<file path="src/rtl/seq_multiplier.sv">
// Multi-cycle shift-and-add multiplier for the MULT/MULTU path.
// Every addition and negation is performed by an rca_Nbit ripple-carry adder.
// Handshake: start (accepted only while idle), busy, and a one-cycle done pulse.
// hi/lo are written only in the FIX state and otherwise keep their value.

module rca_Nbit #(
    parameter int N = 32
) (
    input  logic [N-1:0] x,
    input  logic [N-1:0] y,
    input  logic         cin,
    output logic [N-1:0] sum,
    output logic         cout
);

    genvar i;
    for (i = 0; i < N; i++) begin : g_fa
        logic ci;
        logic co;
        if (i == 0) begin : g_first
            assign ci = cin;
        end else begin : g_rest
            assign ci = g_fa[i-1].co;
        end
        assign sum[i] = x[i] ^ y[i] ^ ci;
        assign co     = (x[i] & y[i]) | (ci & (x[i] ^ y[i]));
    end

    assign cout = g_fa[N-1].co;

endmodule

module seq_multiplier #(
    parameter int N = 32
) (
    input  logic         clk,
    input  logic         rst_n,
    input  logic         start,
    input  logic         is_signed,
    input  logic [N-1:0] a,
    input  logic [N-1:0] b,
    output logic         busy,
    output logic         done,
    output logic [N-1:0] hi,
    output logic [N-1:0] lo
);

    localparam int               CNT_W    = $clog2(N);
    localparam logic [CNT_W-1:0] CNT_LAST = CNT_W'(N - 1);
    localparam logic [CNT_W-1:0] CNT_ONE  = CNT_W'(1);

    typedef enum logic [2:0] {
        IDLE = 3'd0,
        PREP = 3'd1,
        MUL  = 3'd2,
        FIX  = 3'd3,
        DONE = 3'd4
    } state_t;

    state_t           state_r;
    state_t           state_s;
    logic [N-1:0]     mcand_r;
    logic [N-1:0]     mplr_r;
    logic [N-1:0]     acc_r;
    logic [CNT_W-1:0] cnt_r;
    logic             sgn_r;
    logic             neg_r;
    logic [N-1:0]     hi_r;
    logic [N-1:0]     lo_r;
    logic             busy_r;
    logic             done_r;

    logic [N-1:0]     nega_sum_s;
    logic             nega_cout_unused;
    logic [N-1:0]     negb_sum_s;
    logic             negb_cout_unused;
    logic [N-1:0]     addend_s;
    logic [N-1:0]     add_sum_s;
    logic             add_cout_s;
    logic [N-1:0]     fixlo_sum_s;
    logic             fixlo_cout_s;
    logic [N-1:0]     fixhi_sum_s;
    logic             fixhi_cout_unused;

    // Magnitude of the multiplicand: ~a + 1 (used only when it is negative).
    rca_Nbit #(.N(N)) u_neg_a (
        .x(~mcand_r), .y({N{1'b0}}), .cin(1'b1), .sum(nega_sum_s), .cout(nega_cout_unused)
    );

    // Magnitude of the multiplier: ~b + 1 (used only when it is negative).
    rca_Nbit #(.N(N)) u_neg_b (
        .x(~mplr_r), .y({N{1'b0}}), .cin(1'b1), .sum(negb_sum_s), .cout(negb_cout_unused)
    );

    assign addend_s = mplr_r[0] ? mcand_r : {N{1'b0}};

    // Partial-product accumulation; the carry becomes the new top bit on the shift.
    rca_Nbit #(.N(N)) u_add (
        .x(acc_r), .y(addend_s), .cin(1'b0), .sum(add_sum_s), .cout(add_cout_s)
    );

    // 2N-bit negate, low half: ~lo + 1, carry continues into the high half.
    rca_Nbit #(.N(N)) u_fix_lo (
        .x(~mplr_r), .y({N{1'b0}}), .cin(1'b1), .sum(fixlo_sum_s), .cout(fixlo_cout_s)
    );

    // 2N-bit negate, high half: ~hi + carry out of the low half.
    rca_Nbit #(.N(N)) u_fix_hi (
        .x(~acc_r), .y({N{1'b0}}), .cin(fixlo_cout_s), .sum(fixhi_sum_s), .cout(fixhi_cout_unused)
    );

    // State register.
    always_ff @(posedge clk or negedge rst_n) begin
        if (!rst_n) begin
            state_r <= IDLE;
        end else begin
            state_r <= state_s;
        end
    end

    // Next-state logic: IDLE -> PREP -> MUL x N -> FIX -> DONE -> IDLE.
    always_comb begin
        state_s = state_r;
        case (state_r)
            IDLE: begin
                if (start) begin
                    state_s = PREP;
                end else begin
                    state_s = IDLE;
                end
            end
            PREP: state_s = MUL;
            MUL: begin
                if (cnt_r == CNT_LAST) begin
                    state_s = FIX;
                end else begin
                    state_s = MUL;
                end
            end
            FIX:     state_s = DONE;
            DONE:    state_s = IDLE;
            default: state_s = IDLE;
        endcase
    end

    // Registered handshake outputs, decoded from the state being entered.
    always_ff @(posedge clk or negedge rst_n) begin
        if (!rst_n) begin
            busy_r <= 1'b0;
            done_r <= 1'b0;
        end else begin
            busy_r <= (state_s != IDLE);
            done_r <= (state_s == DONE);
        end
    end

    // Datapath: operand capture, sign handling, shift-and-add, final sign fix.
    always_ff @(posedge clk or negedge rst_n) begin
        if (!rst_n) begin
            mcand_r <= {N{1'b0}};
            mplr_r  <= {N{1'b0}};
            acc_r   <= {N{1'b0}};
            cnt_r   <= {CNT_W{1'b0}};
            sgn_r   <= 1'b0;
            neg_r   <= 1'b0;
            hi_r    <= {N{1'b0}};
            lo_r    <= {N{1'b0}};
        end else begin
            case (state_r)
                IDLE: begin
                    if (start) begin
                        mcand_r <= a;
                        mplr_r  <= b;
                        sgn_r   <= is_signed;
                    end else begin
                        mcand_r <= mcand_r;
                    end
                end
                PREP: begin
                    // 0x80..0 negates to itself, which is the correct unsigned magnitude.
                    if (sgn_r && mcand_r[N-1]) begin
                        mcand_r <= nega_sum_s;
                    end else begin
                        mcand_r <= mcand_r;
                    end
                    if (sgn_r && mplr_r[N-1]) begin
                        mplr_r <= negb_sum_s;
                    end else begin
                        mplr_r <= mplr_r;
                    end
                    neg_r <= sgn_r & (mcand_r[N-1] ^ mplr_r[N-1]);
                    acc_r <= {N{1'b0}};
                    cnt_r <= {CNT_W{1'b0}};
                end
                MUL: begin
                    acc_r  <= {add_cout_s, add_sum_s[N-1:1]};
                    mplr_r <= {add_sum_s[0], mplr_r[N-1:1]};
                    cnt_r  <= cnt_r + CNT_ONE;
                end
                FIX: begin
                    if (neg_r) begin
                        hi_r <= fixhi_sum_s;
                        lo_r <= fixlo_sum_s;
                    end else begin
                        hi_r <= acc_r;
                        lo_r <= mplr_r;
                    end
                end
                DONE: begin
                    hi_r <= hi_r;
                end
                default: begin
                    hi_r <= hi_r;
                end
            endcase
        end
    end

    assign busy = busy_r;
    assign done = done_r;
    assign hi   = hi_r;
    assign lo   = lo_r;

endmodule

</file>
<file path="config.mk">
export PLATFORM = sky130hd
export DESIGN_NAME = seq_multiplier
export DESIGN_NICKNAME = d
export VERILOG_FILES = /design/src/rtl/seq_multiplier.sv
export SDC_FILE = /design/constraint.sdc
export NUM_CORES = 1
export LEC_CHECK = 0
export CORE_UTILIZATION = 50
export DETAILED_ROUTE_END_ITERATION = 6
export GPL_TIMING_DRIVEN = 0
export PLACE_DENSITY = 0.73
export SLEW_MARGIN = 15
export SYNTH_ARGS = -nofsm -noshare
export SYNTH_HDL_FRONTEND = slang
export SYNTH_SLANG_ARGS = --single-unit
</file>
<file path="constraint.sdc">
create_clock -name clk -period 16.3 [get_ports clk]
set_clock_uncertainty 0.2 [all_clocks]
set_input_delay 3.26 -clock clk [delete_from_list [all_inputs] [get_ports clk]]
set_output_delay 3.26 -clock clk [all_outputs]
set_load 0.01 [all_outputs]
</file>
# Yosys cells after proc, flatten, opt, wreduce, memory -nomap -nowiden
# Index checks and enable logic that the tools add are counted.
# word_totals
ff_bits,172
in_bits,68
out_inout_bits,66
wordCells,394
# classes
add_sub_neg,1
n_eq_ne,8
muxes,14
bitwise,350
n_reduce_logical,10
# op_table
op,count
32-bit two-way mux,7
1-bit bitwise XOR,158
1-bit bitwise AND,156
32-bit case mux with 2 select lines,2
32-bit NOT,3
32-bit case mux with 3 select lines,1
1-bit OR,31
3-bit case mux with 4 select lines,1
5-bit case mux with 2 select lines,1
"3-bit by 2-bit equality test with 1-bit output, second input constant",2
"2-bit != test, second input constant",3
3-bit AND reduction,2
3-bit nonzero test,2
"5-bit by 1-bit adder with 5-bit output, second input constant",1
"5-bit equality test, second input constant",1
2-bit nonzero test,2
"3-bit by 1-bit equality test with 1-bit output, second input constant",1
"3-bit equality test, second input constant",1
3-bit logical NOT,1
1-bit logical AND,2
1-bit two-way mux,2
1-bit NOT,2
2-bit AND reduction,1

# Depth between registers and ports, before layout
# depth
ltp_word,65
depth_mapped,67
depth_no_buf,66

# Modules after synthesis
# From an unflattened synthesis, not the netlist that was laid out.
# hier_totals
hier_cells,1101
hier_area_um2,12478.2
# by_module_without_submodules
mod,instances,cells_each,area_each_um2
seq_multiplier,1,891,9087.5
rca_Nbit,5,42,678.2

# Least setup slack after synthesis
# OpenSTA, ideal clock, no wires.
# synth_timing
path_kind,register to register
startpoint,reg mplr_r[0]
endpoint,reg acc_r[30]
setup_ps,133
arrival_time_ps,12669
required_ps,15967
slack_ps,3299
stages_incl_launch_ff,38
period_less_slack_ps,13001
cell_sequence,dfrtp_1 clkbuf_1 clkbuf_1 nand2_1 fa_1 fa_1 fa_1 fa_1 fa_1 fa_1 fa_1 fa_1 fa_1 fa_1 fa_1 fa_1 fa_1 fa_1 [... 2 more ...] fa_1 fa_1 fa_1 fa_1 fa_1 fa_1 fa_1 fa_1 fa_1 fa_1 fa_1 fa_1 fa_1 inv_1 fa_1 inv_1 fa_1 o22ai_1
# synth_via
elab_chain_len,64
word_cells_on_any_way,125
cone_classes,2 x mux; 123 x bitwise
# synth_lines
element,line,text
start: declaration,63,logic [N-1:0] mplr_r;
start signal: assignment,161,mplr_r <= {N{1'b0}};
start signal: assignment,187,mplr_r <= negb_sum_s;
start signal: assignment,189,mplr_r <= mplr_r;
32-bit two-way mux *,95,assign addend_s = mplr_r[0] ? mcand_r : {N{1'b0}};
1-bit bitwise AND or 1-bit bitwise XOR (tied branches),26,assign co = (x[i] & y[i]) | (ci & (x[i] ^ y[i]));
1-bit bitwise AND,26,
1-bit OR,26,
1-bit bitwise AND,26,
1-bit OR,26,
1-bit bitwise AND,26,
1-bit OR,26,
[... 48 more ...],-,
1-bit bitwise AND,26,
1-bit OR,26,
1-bit bitwise AND,26,
1-bit OR,26,
1-bit bitwise AND,26,
1-bit OR,26,
1-bit bitwise XOR *,25,assign sum[i] = x[i] ^ y[i] ^ ci;
32-bit case mux with 2 select lines *,169,case (state_r)
end signal: assignment,162,acc_r <= {N{1'b0}};
end signal: assignment,192,acc_r <= {N{1'b0}};
end signal: assignment,196,"acc_r <= {add_cout_s, add_sum_s[N-1:1]};"
end: declaration,64,logic [N-1:0] acc_r;
# Every way passes the cells marked *; elsewhere a longest branch is shown, timed or not.
# A chain may end at the register's enable or synchronous reset.

# Worst setup path in the final report
# Same ends and word-level chain as after synthesis.

==> flow_metrics.tcl <==
set metrics [dict create \
    status "completed" \
    syn2layout_area_growth_pct 22.95 \
    track_usage_pct 25.57 \
    ys.flop_type "dfrtp_1" \
    place_inst 1434 \
    h-tree-depth 4 \
    holdWs_ps 276.2 \
    synth-edff-count 0 \
    power_density_mw_per_mm2 197.8 \
    grt_setup_unrepaired "no" \
    netlist_area_mm2 0.01027 \
    first_pass_iters 5 \
    finalNetCount 1377 \
    synth_area_leader_cell "dfrtp_1" \
    start_util_pct 50.92 \
    clkSinkCount 172 \
    rows 52 \
    die_area_mm2 0.02112 \
    synth_seq_area_share_pct 41.91 \
    detail_route.vias_per_cell 5.679 \
    yosys.area_share.adder_pct 17.61 \
    start_kind "register" \
    cts_buffers 17 \
    hold_path.class "register to register" \
    finalMaxSlewViolations 0 \
    cts-root-buf "clkbuf_16" \
    post-place-ws_ps 2497 \
    core-area_mm2 0.02017 \
    synth_fp_nets 1224 \
    hold_buffers 0 \
    cp.arrival_ps 13990 \
    postSynthAreaPerCell_um2 9.972 \
    fin_tns_setup_ps 0 \
    ios 134 \
    max_cap_violations 0 \
    netlist.area_leader.share_pct 41.91 \
    antenna_found_initial 0 \
    tightest_slew_ps 624.2 \
    max-slew-margin-rel_pct 58.38 \
    ys_ff_latch 172 \
    ir_drop_v 0.00008497 \
    cp_slowest_stage_delay_ps 490 \
    worstPathMaxFanout 10 \
    clk_pin_slew_ps 70 \
    final-hold-violation-count 0 \
    synthDistinctLibCells 46 \
    portBuffers 133 \
    grt_pass1_vias 8388 \
    ant_nets 0 \
    synth.most_common_cell "dfrtp_1" \
    synth_top_family_by_area "adder cells" \
    routedWlPerCell_um 17.55 \
    setup_ws_ps 2406 \
    grt_pass1_wl_um 42910 \
    finalSetupViolCount 0 \
    ys_warn_count 0 \
    rrSetupSlack_ps 2410 \
    total_power_mw 2.498 \
    synth-compound-area-share_pct 14.91 \
    syn-instance-count 1030 \
    worst-setup-path-type "register to register" \
    crit_top_cell "fa_1" \
    drive_gt1_share_pct 6.020 \
    p_leak_nw 5.698 \
    die_height_um 145.3 \
    yosys.area_share.simple_pct 8.844 \
    worstPathRequired_ps 16400 \
    num_vias 8325 \
    overflow 0 \
    fmax_mhz 71.97 \
    cts_buffer_depth 2 \
    die_w_um 145.3 \
    postCtsSetupBuffers 0 \
    worstSetupEndpointType "register" \
    post-route-drc-count 0 \
    slowest_stage "fa_1" \
    grt_max_degree 96 \
    dp_hpwl_um 18930 \
    cts_resized 0 \
    instances_no_fill 1466 \
    synth_mux_area_share_pct 9.173 \
    wl_um 25730 \
    synthArstFlopShare_pct 100.0 \
    insertion_delay_ps 430 \
    synth-xor-area-share_pct 0.1705 \
    synth_commonest_cells "dfrtp_1, nand2_1, o21ai_0" \
    gp_congestion 0.8864 \
    period_share_pct 85.24 \
    initialDrtViolationCount 561 \
    netlist_top_cells_area "dfrtp_1, ha_1, mux2i_1" \
    finalCriticalPeriod_ps 13890 \
    num_antenna_cells 0 \
    cts_tree "built" \
]
## sequential cells by signal, indices dropped and copies added, names as in the netlist
name,flops
acc_r,32
busy,1
cnt_r,5
done,1
hi,32
lo,32
mcand_r,32
mplr_r,32
neg_r,1
sgn_r,1
state_r,3
## cell families (layout without fill, tap and decap cells)
| family | count (synthesis) | in the layout |
|---|---|---|
| xor gates and xnor gates | 2 | 2 |
| and+or+nand+nor | 209 | 209 |
| muxes | 94 | 94 |
| buffers and inverters | 178 | 344 |
| adders and majority gates | 126 | 126 |
| DFF | 172 | 172 |
| AOI/OAI and AO/OA | 249 | 249 |
## per-stage QoR
stage | instance area [um^2] | util, %
2_1_floorplan | 10270 | -
3_3_place_gp | 11940 | 59.20
3_5_place_dp | 11970 | 59.36
4_1_cts | 12630 | 62.61
5_1_grt | 12630 | 62.61
6_report | 12630 | 62.61
## final timing paths
check                      startpoint         end  cells past startpoint
hold / removal                  lo[9]       lo[9]                      2
max in group asynchronous       rst_n  mcand_r[4]                      2
setup reg to reg            mplr_r[0]   acc_r[30]                     37
min in group asynchronous       rst_n      hi[10]                      1
hold reg to reg                 lo[9]       lo[9]                      2
setup / recovery            mplr_r[0]   acc_r[30]                     37
## area by class of cell
| class | instances | area, um^2 |
|---|---|---|
| Inverter | 104 | 390.4 |
| Timing Repair Buffer | 134 | 1364 |
| Multi-Input combinational cell | 680 | 5209 |
| Clock inverter | 12 | 219.0 |
| Clock buffer | 20 | 436.7 |
| Tap cell | 270 | 337.8 |
| Fill cell | 1689 | 7541 |
| Sequential cell | 172 | 4304 |
| Buffer | 74 | 367.9 |
## where the power goes
group	switching, mW	internal, mW	leakage, nW
sequential	0.140	0.627	2.14
clock	0.171	0.287	0.314
combinational	0.712	0.561	3.24
## worst max-delay path, delay by kind of cell, from the launching register on
| family | cells | cell delay (ps) |
|---|---|---|
| AND/OR/NAND/NOR | 1 | 140 |
| AO/OA/AOI/OAI | 1 | 90 |
| flip-flops | 1 | 330 |
| adder cells (fa/ha/maj) | 31 | 12170 |
| buffers and inverters | 4 | 830 |
## per-layer routing
| layer | GRT usage [%] | vias up | wire (um) |
|---|---|---|---|
| met5 | 0 | - | 0 |
| met1 | 34.79 | 4047 | 11150 |
| li1 | - | 3915 | - |
| met3 | 5.094 | 47 | 1881 |
| met4 | 8.526 | 0 | 561 |
| met2 | 41.08 | 316 | 12140 |
## cells in the final DEF, fill, tap and decap left out, types with 33 or more instances in the layout
| master | Yosys | final |
|---|---|---|
| o21ai_0 | 108 | 108 |
| mux2i_1 | 93 | 93 |
| inv_1 | 102 | 102 |
| clkbuf_1 | 39 | 42 |
| dfrtp_1 | 172 | 172 |
| o22ai_1 | 43 | 43 |
| nand2_1 | 129 | 129 |
| nor2_1 | 33 | 33 |
| a31oi_1 | 36 | 36 |
| ha_1 | 95 | 95 |
| clkdlybuf4s50_1 | 0 | 132 |
No activity file was read; power rests on OpenSTA's default activity.
